File: src/rtl/mem_port_arbiter_if.sv
// Bundle of the fetch port, data port, pipeline stall hints and the shared memory port.
// The slave view belongs to the arbiter; the master view belongs to requesters and memory.
interface mem_port_arbiter_if;
  logic        if_req;
  logic [31:0] if_addr;
  logic        if_ack;
  logic [31:0] if_rdata;
  logic        d_req;
  logic        d_we;
  logic [31:0] d_addr;
  logic [31:0] d_wdata;
  logic        d_ack;
  logic [31:0] d_rdata;
  logic        acc_err;
  logic        if_stall;
  logic        mem_stall;
  logic        mem_req;
  logic        mem_we;
  logic [31:0] mem_addr;
  logic [31:0] mem_wdata;
  logic        mem_ack;
  logic [31:0] mem_rdata;

  modport slave (
    input  if_req, if_addr, d_req, d_we, d_addr, d_wdata, mem_ack, mem_rdata,
    output if_ack, if_rdata, d_ack, d_rdata, acc_err, if_stall, mem_stall,
           mem_req, mem_we, mem_addr, mem_wdata
  );

  modport master (
    output if_req, if_addr, d_req, d_we, d_addr, d_wdata, mem_ack, mem_rdata,
    input  if_ack, if_rdata, d_ack, d_rdata, acc_err, if_stall, mem_stall,
           mem_req, mem_we, mem_addr, mem_wdata
  );
endinterface

File: src/rtl/mem_port_arbiter.sv
// Arbitrates fetch and data requesters onto one memory port; data wins unless the
// fetch side has been passed over STARVE_MAX times in a row. Stuck accesses time out.
module mem_port_arbiter #(
  parameter int STARVE_MAX = 4,
  parameter int TIMEOUT    = 255
) (
  input  logic                clk,
  input  logic                rst,
  mem_port_arbiter_if.slave   bus
);
  localparam int SW = ($clog2(STARVE_MAX + 1) > 3) ? $clog2(STARVE_MAX + 1) : 3;

  typedef enum logic [1:0] {IDLE, GRANT_I, GRANT_D} state_t;

  state_t        r_state, w_next;
  logic          w_grant_i, w_grant_d, w_done, w_tmo;
  logic [SW-1:0] r_starve;
  logic [7:0]    r_tmo;
  logic          r_mem_req, r_mem_we, r_if_ack, r_d_ack, r_acc_err;
  logic [31:0]   r_mem_addr, r_mem_wdata, r_if_rdata, r_d_rdata;

  always_ff @(posedge clk or negedge rst) begin
    if (!rst) r_state <= IDLE;
    else      r_state <= w_next;
  end

  // Completion beats timeout when both land in the same cycle.
  always_comb begin
    w_next    = r_state;
    w_grant_i = 1'b0;
    w_grant_d = 1'b0;
    w_done    = 1'b0;
    w_tmo     = 1'b0;
    case (r_state)
      IDLE: begin
        if (bus.d_req && !(bus.if_req && r_starve == SW'(STARVE_MAX))) begin
          w_next    = GRANT_D;
          w_grant_d = 1'b1;
        end else if (bus.if_req) begin
          w_next    = GRANT_I;
          w_grant_i = 1'b1;
        end
      end
      GRANT_I, GRANT_D: begin
        if (bus.mem_ack) begin
          w_next = IDLE;
          w_done = 1'b1;
        end else if (r_tmo == 8'(TIMEOUT - 1)) begin
          w_next = IDLE;
          w_tmo  = 1'b1;
        end
      end
      default: w_next = IDLE;
    endcase
  end

  always_ff @(posedge clk or negedge rst) begin
    if (!rst) begin
      r_starve    <= '0;
      r_tmo       <= '0;
      r_mem_req   <= 1'b0;
      r_mem_we    <= 1'b0;
      r_mem_addr  <= '0;
      r_mem_wdata <= '0;
      r_if_ack    <= 1'b0;
      r_d_ack     <= 1'b0;
      r_acc_err   <= 1'b0;
      r_if_rdata  <= '0;
      r_d_rdata   <= '0;
    end else begin
      r_if_ack  <= 1'b0;
      r_d_ack   <= 1'b0;
      r_acc_err <= 1'b0;

      if (w_grant_i) begin
        r_mem_req  <= 1'b1;
        r_mem_we   <= 1'b0;
        r_mem_addr <= bus.if_addr;
        r_tmo      <= '0;
        r_starve   <= '0;
      end

      if (w_grant_d) begin
        r_mem_req   <= 1'b1;
        r_mem_we    <= bus.d_we;
        r_mem_addr  <= bus.d_addr;
        r_mem_wdata <= bus.d_wdata;
        r_tmo       <= '0;
        if (!bus.if_req)
          r_starve <= '0;
        else if (r_starve != SW'(STARVE_MAX))
          r_starve <= r_starve + SW'(1);
      end

      if (w_done || w_tmo) begin
        r_mem_req <= 1'b0;
        r_mem_we  <= 1'b0;
        r_acc_err <= w_tmo;
        // Aborted accesses return zero data so a stale word is never mistaken for a result.
        if (r_state == GRANT_I) begin
          r_if_ack   <= 1'b1;
          r_if_rdata <= w_done ? bus.mem_rdata : 32'h0;
        end else begin
          r_d_ack    <= 1'b1;
          r_d_rdata  <= w_done ? bus.mem_rdata : 32'h0;
        end
      end else if (r_state != IDLE) begin
        r_tmo <= r_tmo + 8'd1;
      end
    end
  end

  assign bus.mem_req   = r_mem_req;
  assign bus.mem_we    = r_mem_we;
  assign bus.mem_addr  = r_mem_addr;
  assign bus.mem_wdata = r_mem_wdata;
  assign bus.if_ack    = r_if_ack;
  assign bus.d_ack     = r_d_ack;
  assign bus.acc_err   = r_acc_err;
  assign bus.if_rdata  = r_if_rdata;
  assign bus.d_rdata   = r_d_rdata;
  assign bus.if_stall  = bus.if_req & ~r_if_ack;
  assign bus.mem_stall = bus.d_req  & ~r_d_ack;
endmodule
File: src/flat_wrapper.sv
// flat-port wrapper written by rule: the top's interface ports become plain ports
module mem_port_arbiter_flat 
#(
  parameter int STARVE_MAX = 4,
  parameter int TIMEOUT    = 255
)
  (clk, rst, bus_if_req, bus_if_addr, bus_d_req, bus_d_we, bus_d_addr, bus_d_wdata, bus_mem_ack, bus_mem_rdata, bus_if_ack, bus_if_rdata, bus_d_ack, bus_d_rdata, bus_acc_err, bus_if_stall, bus_mem_stall, bus_mem_req, bus_mem_we, bus_mem_addr, bus_mem_wdata);
  mem_port_arbiter_if bus_i ();
  input  logic clk;
  input  logic rst;
  input wire logic [$bits(bus_i.if_req)-1:0] bus_if_req;
  input wire logic [$bits(bus_i.if_addr)-1:0] bus_if_addr;
  input wire logic [$bits(bus_i.d_req)-1:0] bus_d_req;
  input wire logic [$bits(bus_i.d_we)-1:0] bus_d_we;
  input wire logic [$bits(bus_i.d_addr)-1:0] bus_d_addr;
  input wire logic [$bits(bus_i.d_wdata)-1:0] bus_d_wdata;
  input wire logic [$bits(bus_i.mem_ack)-1:0] bus_mem_ack;
  input wire logic [$bits(bus_i.mem_rdata)-1:0] bus_mem_rdata;
  output wire logic [$bits(bus_i.if_ack)-1:0] bus_if_ack;
  output wire logic [$bits(bus_i.if_rdata)-1:0] bus_if_rdata;
  output wire logic [$bits(bus_i.d_ack)-1:0] bus_d_ack;
  output wire logic [$bits(bus_i.d_rdata)-1:0] bus_d_rdata;
  output wire logic [$bits(bus_i.acc_err)-1:0] bus_acc_err;
  output wire logic [$bits(bus_i.if_stall)-1:0] bus_if_stall;
  output wire logic [$bits(bus_i.mem_stall)-1:0] bus_mem_stall;
  output wire logic [$bits(bus_i.mem_req)-1:0] bus_mem_req;
  output wire logic [$bits(bus_i.mem_we)-1:0] bus_mem_we;
  output wire logic [$bits(bus_i.mem_addr)-1:0] bus_mem_addr;
  output wire logic [$bits(bus_i.mem_wdata)-1:0] bus_mem_wdata;
  assign bus_i.if_req = bus_if_req;
  assign bus_i.if_addr = bus_if_addr;
  assign bus_i.d_req = bus_d_req;
  assign bus_i.d_we = bus_d_we;
  assign bus_i.d_addr = bus_d_addr;
  assign bus_i.d_wdata = bus_d_wdata;
  assign bus_i.mem_ack = bus_mem_ack;
  assign bus_i.mem_rdata = bus_mem_rdata;
  assign bus_if_ack = bus_i.if_ack;
  assign bus_if_rdata = bus_i.if_rdata;
  assign bus_d_ack = bus_i.d_ack;
  assign bus_d_rdata = bus_i.d_rdata;
  assign bus_acc_err = bus_i.acc_err;
  assign bus_if_stall = bus_i.if_stall;
  assign bus_mem_stall = bus_i.mem_stall;
  assign bus_mem_req = bus_i.mem_req;
  assign bus_mem_we = bus_i.mem_we;
  assign bus_mem_addr = bus_i.mem_addr;
  assign bus_mem_wdata = bus_i.mem_wdata;
  mem_port_arbiter #(.STARVE_MAX(STARVE_MAX), .TIMEOUT(TIMEOUT)) u_core (.clk(clk), .rst(rst), .bus(bus_i));
endmodule
File: config.mk
export PLATFORM = sky130hd
export DESIGN_NAME = mem_port_arbiter_flat
export DESIGN_NICKNAME = d
export VERILOG_FILES = /design/src/rtl/mem_port_arbiter_if.sv /design/src/rtl/mem_port_arbiter.sv /design/src/flat_wrapper.sv
export SDC_FILE = /design/constraint.sdc
export NUM_CORES = 1
export LEC_CHECK = 0
export ABC_CLOCK_PERIOD_IN_PS = 4500
export CAP_MARGIN = 40
export CORE_MARGIN = 4
export CORE_UTILIZATION = 35
export CTS_BUF_LIST = sky130_fd_sc_hd__clkbuf_4
export DETAILED_ROUTE_END_ITERATION = 16
export PLACE_DENSITY_LB_ADDON = 0.25
export RECOVER_POWER = 100
export SLEW_MARGIN = 25
export SYNTH_ARGS = -nofsm -noshare
export SYNTH_HDL_FRONTEND = slang
export SYNTH_SLANG_ARGS = --single-unit
File: constraint.sdc
create_clock -name clk -period 4.5 [get_ports clk]
set_input_delay 1.35 -clock clk [delete_from_list [all_inputs] [get_ports clk]]
set_output_delay 1.35 -clock clk [all_outputs]
set_load 0.005 [all_outputs]
# Word-level counts from Yosys, hierarchy flattened
# Index checks and enable logic that the tools add are counted.
# word_totals
ff_bits	146
output_inout_bits	135
wordCells	75
# op_classes
addsub	2
n_eq_ne	7
mux	37
bitwise	5
n_reduce_logical	12
# ops
op	n
32-bit 2-to-1 mux	3
8-bit 2-to-1 mux	4
1-bit 2-to-1 mux	21
3-bit 2-to-1 mux	4
8-bit by 1-bit adder with 8-bit output (second input constant)	1
8-bit equality test (second input constant)	1
2-bit 2-to-1 mux	4
3-bit by 2-bit inequality test with 1-bit output (second input constant)	2
2-bit AND reduction	3
2-bit one-hot mux with 2 select lines	1
2-bit nonzero test	2
3-bit by 1-bit adder with 3-bit output (second input constant)	1
3-bit equality test (second input constant)	1
3-bit inequality test (second input constant)	1
1-bit inverter	3
3-bit nonzero test	1
1-bit AND	2
2-bit by 1-bit equality test with 1-bit output (second input constant)	1
2-bit equality test (second input constant)	1
1-bit logical AND	2
2-bit zero test	1
2-bit OR reduction	1
1-bit zero test	1
1-bit logical OR	1

# Depth between registers and ports, before layout
# depth
word_depth	10
depth_mapped	8
mapped_depth_nobuf	6

# Worst setup path before layout
# OpenSTA, ideal clock, no wires.
# synth_timing
path_kind	input to output
startpoint	input bus_if_req
endpoint	output bus_if_stall
t_arrival_ns	1.481
t_required_ns	3.150
path_slack_ns	1.669
stages	1
n_path_buf	0
path_cell_list	nor2b_1
# synth_between
elab_chain_len	1
# synth_lines
element	line	rtl
start: declaration	flat_wrapper.sv:11	input wire logic [$bits(bus_i.if_req)-1:0] bus_if_req;
1-bit AND	mem_port_arbiter.sv:122	assign bus.if_stall = bus.if_req & ~r_if_ack;
end: declaration	flat_wrapper.sv:24	output wire logic [$bits(bus_i.if_stall)-1:0] bus_if_stall;
# Every way passes these cells.

# Worst setup path in the final report
# Ends and elaborated chain as after synthesis.

==> key figures <==
Finish
  – Layout area overhead: 49.2%
  – Share of cells above drive strength 1: 10.3%
  – # diodes: 0
  – Fin cells: 960
  – Layout net count: 863

Yosys
  – Syn_area_per_cell: 13.2 um^2
  – Netlist cell types: 48
  – FF+latch count, synth: 146
  – Most common flop cell mapped by yosys: dfrtp_1
  – Post-synth ARST share: 100%
  – Post-synthesis sequential area ratio: 59.7%
  – Cells after Synth: 464
  – Synth top area cells: dfrtp_1 (60%), a32o_1 (10%), mux2_2 (5.9%)
  – Synthesized area: 0.00612 mm^2
  – Post-synth top area share: 59.7%
  – Syn. warnings: 0
  – Post-synth EDFFs: 0
  – Synthesized Nets: 604
  – Yosys top cell by area: dfrtp_1

Detailed routing
  – DRT Wirelength: 17.9 mm
  – DR DRC count: 0
  – Via count: 4860
  – DR pass1 iterations: 6
  – Vias per inst: 5.06
  – Post-DR wirelength/cell: 18.6 um
  – DR iter-0 viols: 164
  – Post-route ant nets: 0

Clocking
  – # resized after CTS: 0
  – Clk Latency, worst-skew pair: 0.53 ns
  – Hold buffer count at cts: 0
  – Worst-path clk slew: 0.12 ns
  – Postcts setup bufs: 0
  – Num CTS Buffers: 17
  – CTS root buf: clkbuf_4
  – CTS tree: done
  – CTS Buffer Depth: 2
  – Clock sinks: 146
  – H-Tree Depth: 4

GRT
  – First-pass GRT wire length: 28.2 mm
  – Largest net degree at the start of global routing: 76
  – Initial antenna violation count: 0
  – GRT busiest layer: met2
  – Met2 GRT Util: 30.1%
  – GRT Util Overall: 18.0%
  – M3 GR Usage: 7.44%
  – GR Util met1: 21.3%
  – Vias in the first global route: 5217
  – Total gr overflow: 0

Pwr
  – Total power: 5.67 mW
  – PD cells: 621 mW/mm^2
  – Leak pwr: 3.92 nW
  – Maximum resistive drop on vdd: 0.285 mV

STA
  – Fin. Hold Viols: 0
  – Unrepaired setup endpoints after global routing: false
  – # setup viols final: 0
  – Peak Freq: 0.248 GHz
  – Slew Viols, Final: 209
  – Worst hold slack: 0.486 ns
  – Setup skew after layout: 0.0126 ns
  – Relative slew margins: -28.4%
  – Setup TNS: 0 ns
  – Fin crit period: 4.03 ns
  – Tightest Pin Transition: 1.93 ns
  – Period utilisation layout: 89.6%

Run
  – Max-Cap Viols: 4

Floorplanning
  – Chip Height: 140 um
  – I/O Pins: 269
  – DIE AREA: 0.0197 mm^2
  – # rows: 48
  – Die X: 140 um
  – Core area: 0.0172 mm^2
  – Initial Util: 35.5%

Placed design
  – Dpl hpwl: 12.8 mm
  – Final Wtd Congestion: 0.855
  – Placed Cells: 929
  – I/O Buffers: 268

Hold path
  – Hold Crit Class: reg -> reg

Critical path
  – Critical Path AT: 2.68 ns
  – CP required: 3.15 ns
  – Crit path max fanout: 2
  – CP startpoint kind: input pin
  – Critical Path End Type: output pin
  – Crit Path Class: in -> out

Status
  – Outcome: finished, violations left
  – Violated checks: capacitance limit, slew limit
## cell usage after synthesis, types with 2 or more instances
cell,number
a21oi_1,3
a32o_1,62
buf_2,12
buf_4,2
buf_6,12
clkbuf_1,10
dfrtp_1,146
ha_1,6
inv_1,9
mux2_2,32
mux2i_1,32
nand2_1,44
nand2b_1,2
nand3_1,10
nor2_1,3
nor2b_1,3
nor3_1,2
o211ai_1,3
o21ai_0,35
o21ai_1,5
o2bb2ai_1,3
or3_1,2
## area by class of cell
class | instances | area (um^2)
clock buffers | 18 | 135
clock inverters | 13 | 120
fillers | 1472 | 8110
inverters | 9 | 33.8
multi-input cells | 272 | 2150
flip-flops and latches | 146 | 3650
well taps | 225 | 282
repair buffers | 277 | 2750
## worst paths after layout
| check | startpoint | to | slack [ns] | cells after the start |
|---|---|---|---|---|
| max in group asynchronous | rst | u_core.bus.mem_addr[25] | 2.00 | 2 |
| max | bus_if_req | bus_if_stall | 0.47 | 3 |
| min in group asynchronous | rst | u_core.bus.d_rdata[0] | 1.34 | 1 |
| min | u_core.bus.mem_addr[3] | u_core.bus.mem_addr[3] | 0.49 | 2 |
| min reg2reg | u_core.bus.mem_addr[3] | u_core.bus.mem_addr[3] | 0.49 | 2 |
| max reg2reg | u_core.r_state[1] | u_core.bus.mem_addr[14] | 1.38 | 7 |
## worst max-delay path, cell delays in order
cell           delay, ns
dlygate4sd3_1       0.61
nor2b_1             0.14
dlygate4sd3_1       0.58
## layout by cell type, fill, tap and decap left out, types with 2 or more instances in the layout
master,instances
inv_1,9
clkbuf_2,2
o21ai_0,40
buf_4,6
clkinv_1,3
clkbuf_4,18
a21oi_1,3
bufinv_16,2
o211ai_1,3
clkinv_2,5
mux2_2,31
nand2b_1,2
ha_1,6
mux2_1,2
o2bb2ai_1,3
clkinvlp_4,2
nor2b_1,2
or3_1,2
dfrtp_1,146
dlygate4sd3_1,137
nand3_1,11
a32o_1,62
clkdlybuf4s50_1,130
nor3_1,2
nand2_1,44
mux2i_1,32
nor2_1,3
## layer usage
metal | vias to the layer above | share of wire (%)
li1 | 2260 | -
met1 | 2380 | 41
met2 | 205 | 48
met3 | 15 | 10
met4 | 0 | 1.3
met5 | - | 0
## registers in the layout, summed over array words and instances (netlist names)
name,count
u_core.bus.acc_err,1
u_core.bus.d_ack,1
u_core.bus.d_rdata,32
u_core.bus.if_ack,1
u_core.bus.if_rdata,32
u_core.bus.mem_addr,32
u_core.bus.mem_req,1
u_core.bus.mem_wdata,32
u_core.bus.mem_we,1
u_core.r_starve,3
u_core.r_state,2
u_core.r_tmo,8
## stage by stage
step / cell area (um^2) / setup slack [ns] / util, %
after CTS: 9200 / 0.571 / 53.4
after global placement: 8940 / 0.557 / 51.9
final: 9130 / 0.466 / 53.0
after global routing: 9130 / 0.434 / 53.0
after floorplan: 6120 / 1.67 / -
after detailed placement: 8940 / 0.575 / 51.9
## logic make-up (layout without fill, tap and decap cells)
logic type      after synthesis  after routing  synth area share, %
buf+inv                      46            317                 4.66
flops                       146            146                 59.7
xor+xnor                      1              1                0.143
simple gates                 78             78                 6.75
fa+ha+maj                     6              6                 1.23
compound gates              122            122                 16.2
mux                          65             65                 11.3
## report_power, final
part	internal (mW)	total, mW	switching [mW]
clock network	0.322	0.777	0.455
logic	1.48	2.68	1.20
registers	1.91	2.21	0.306
(Power assumes the default switching activity.)
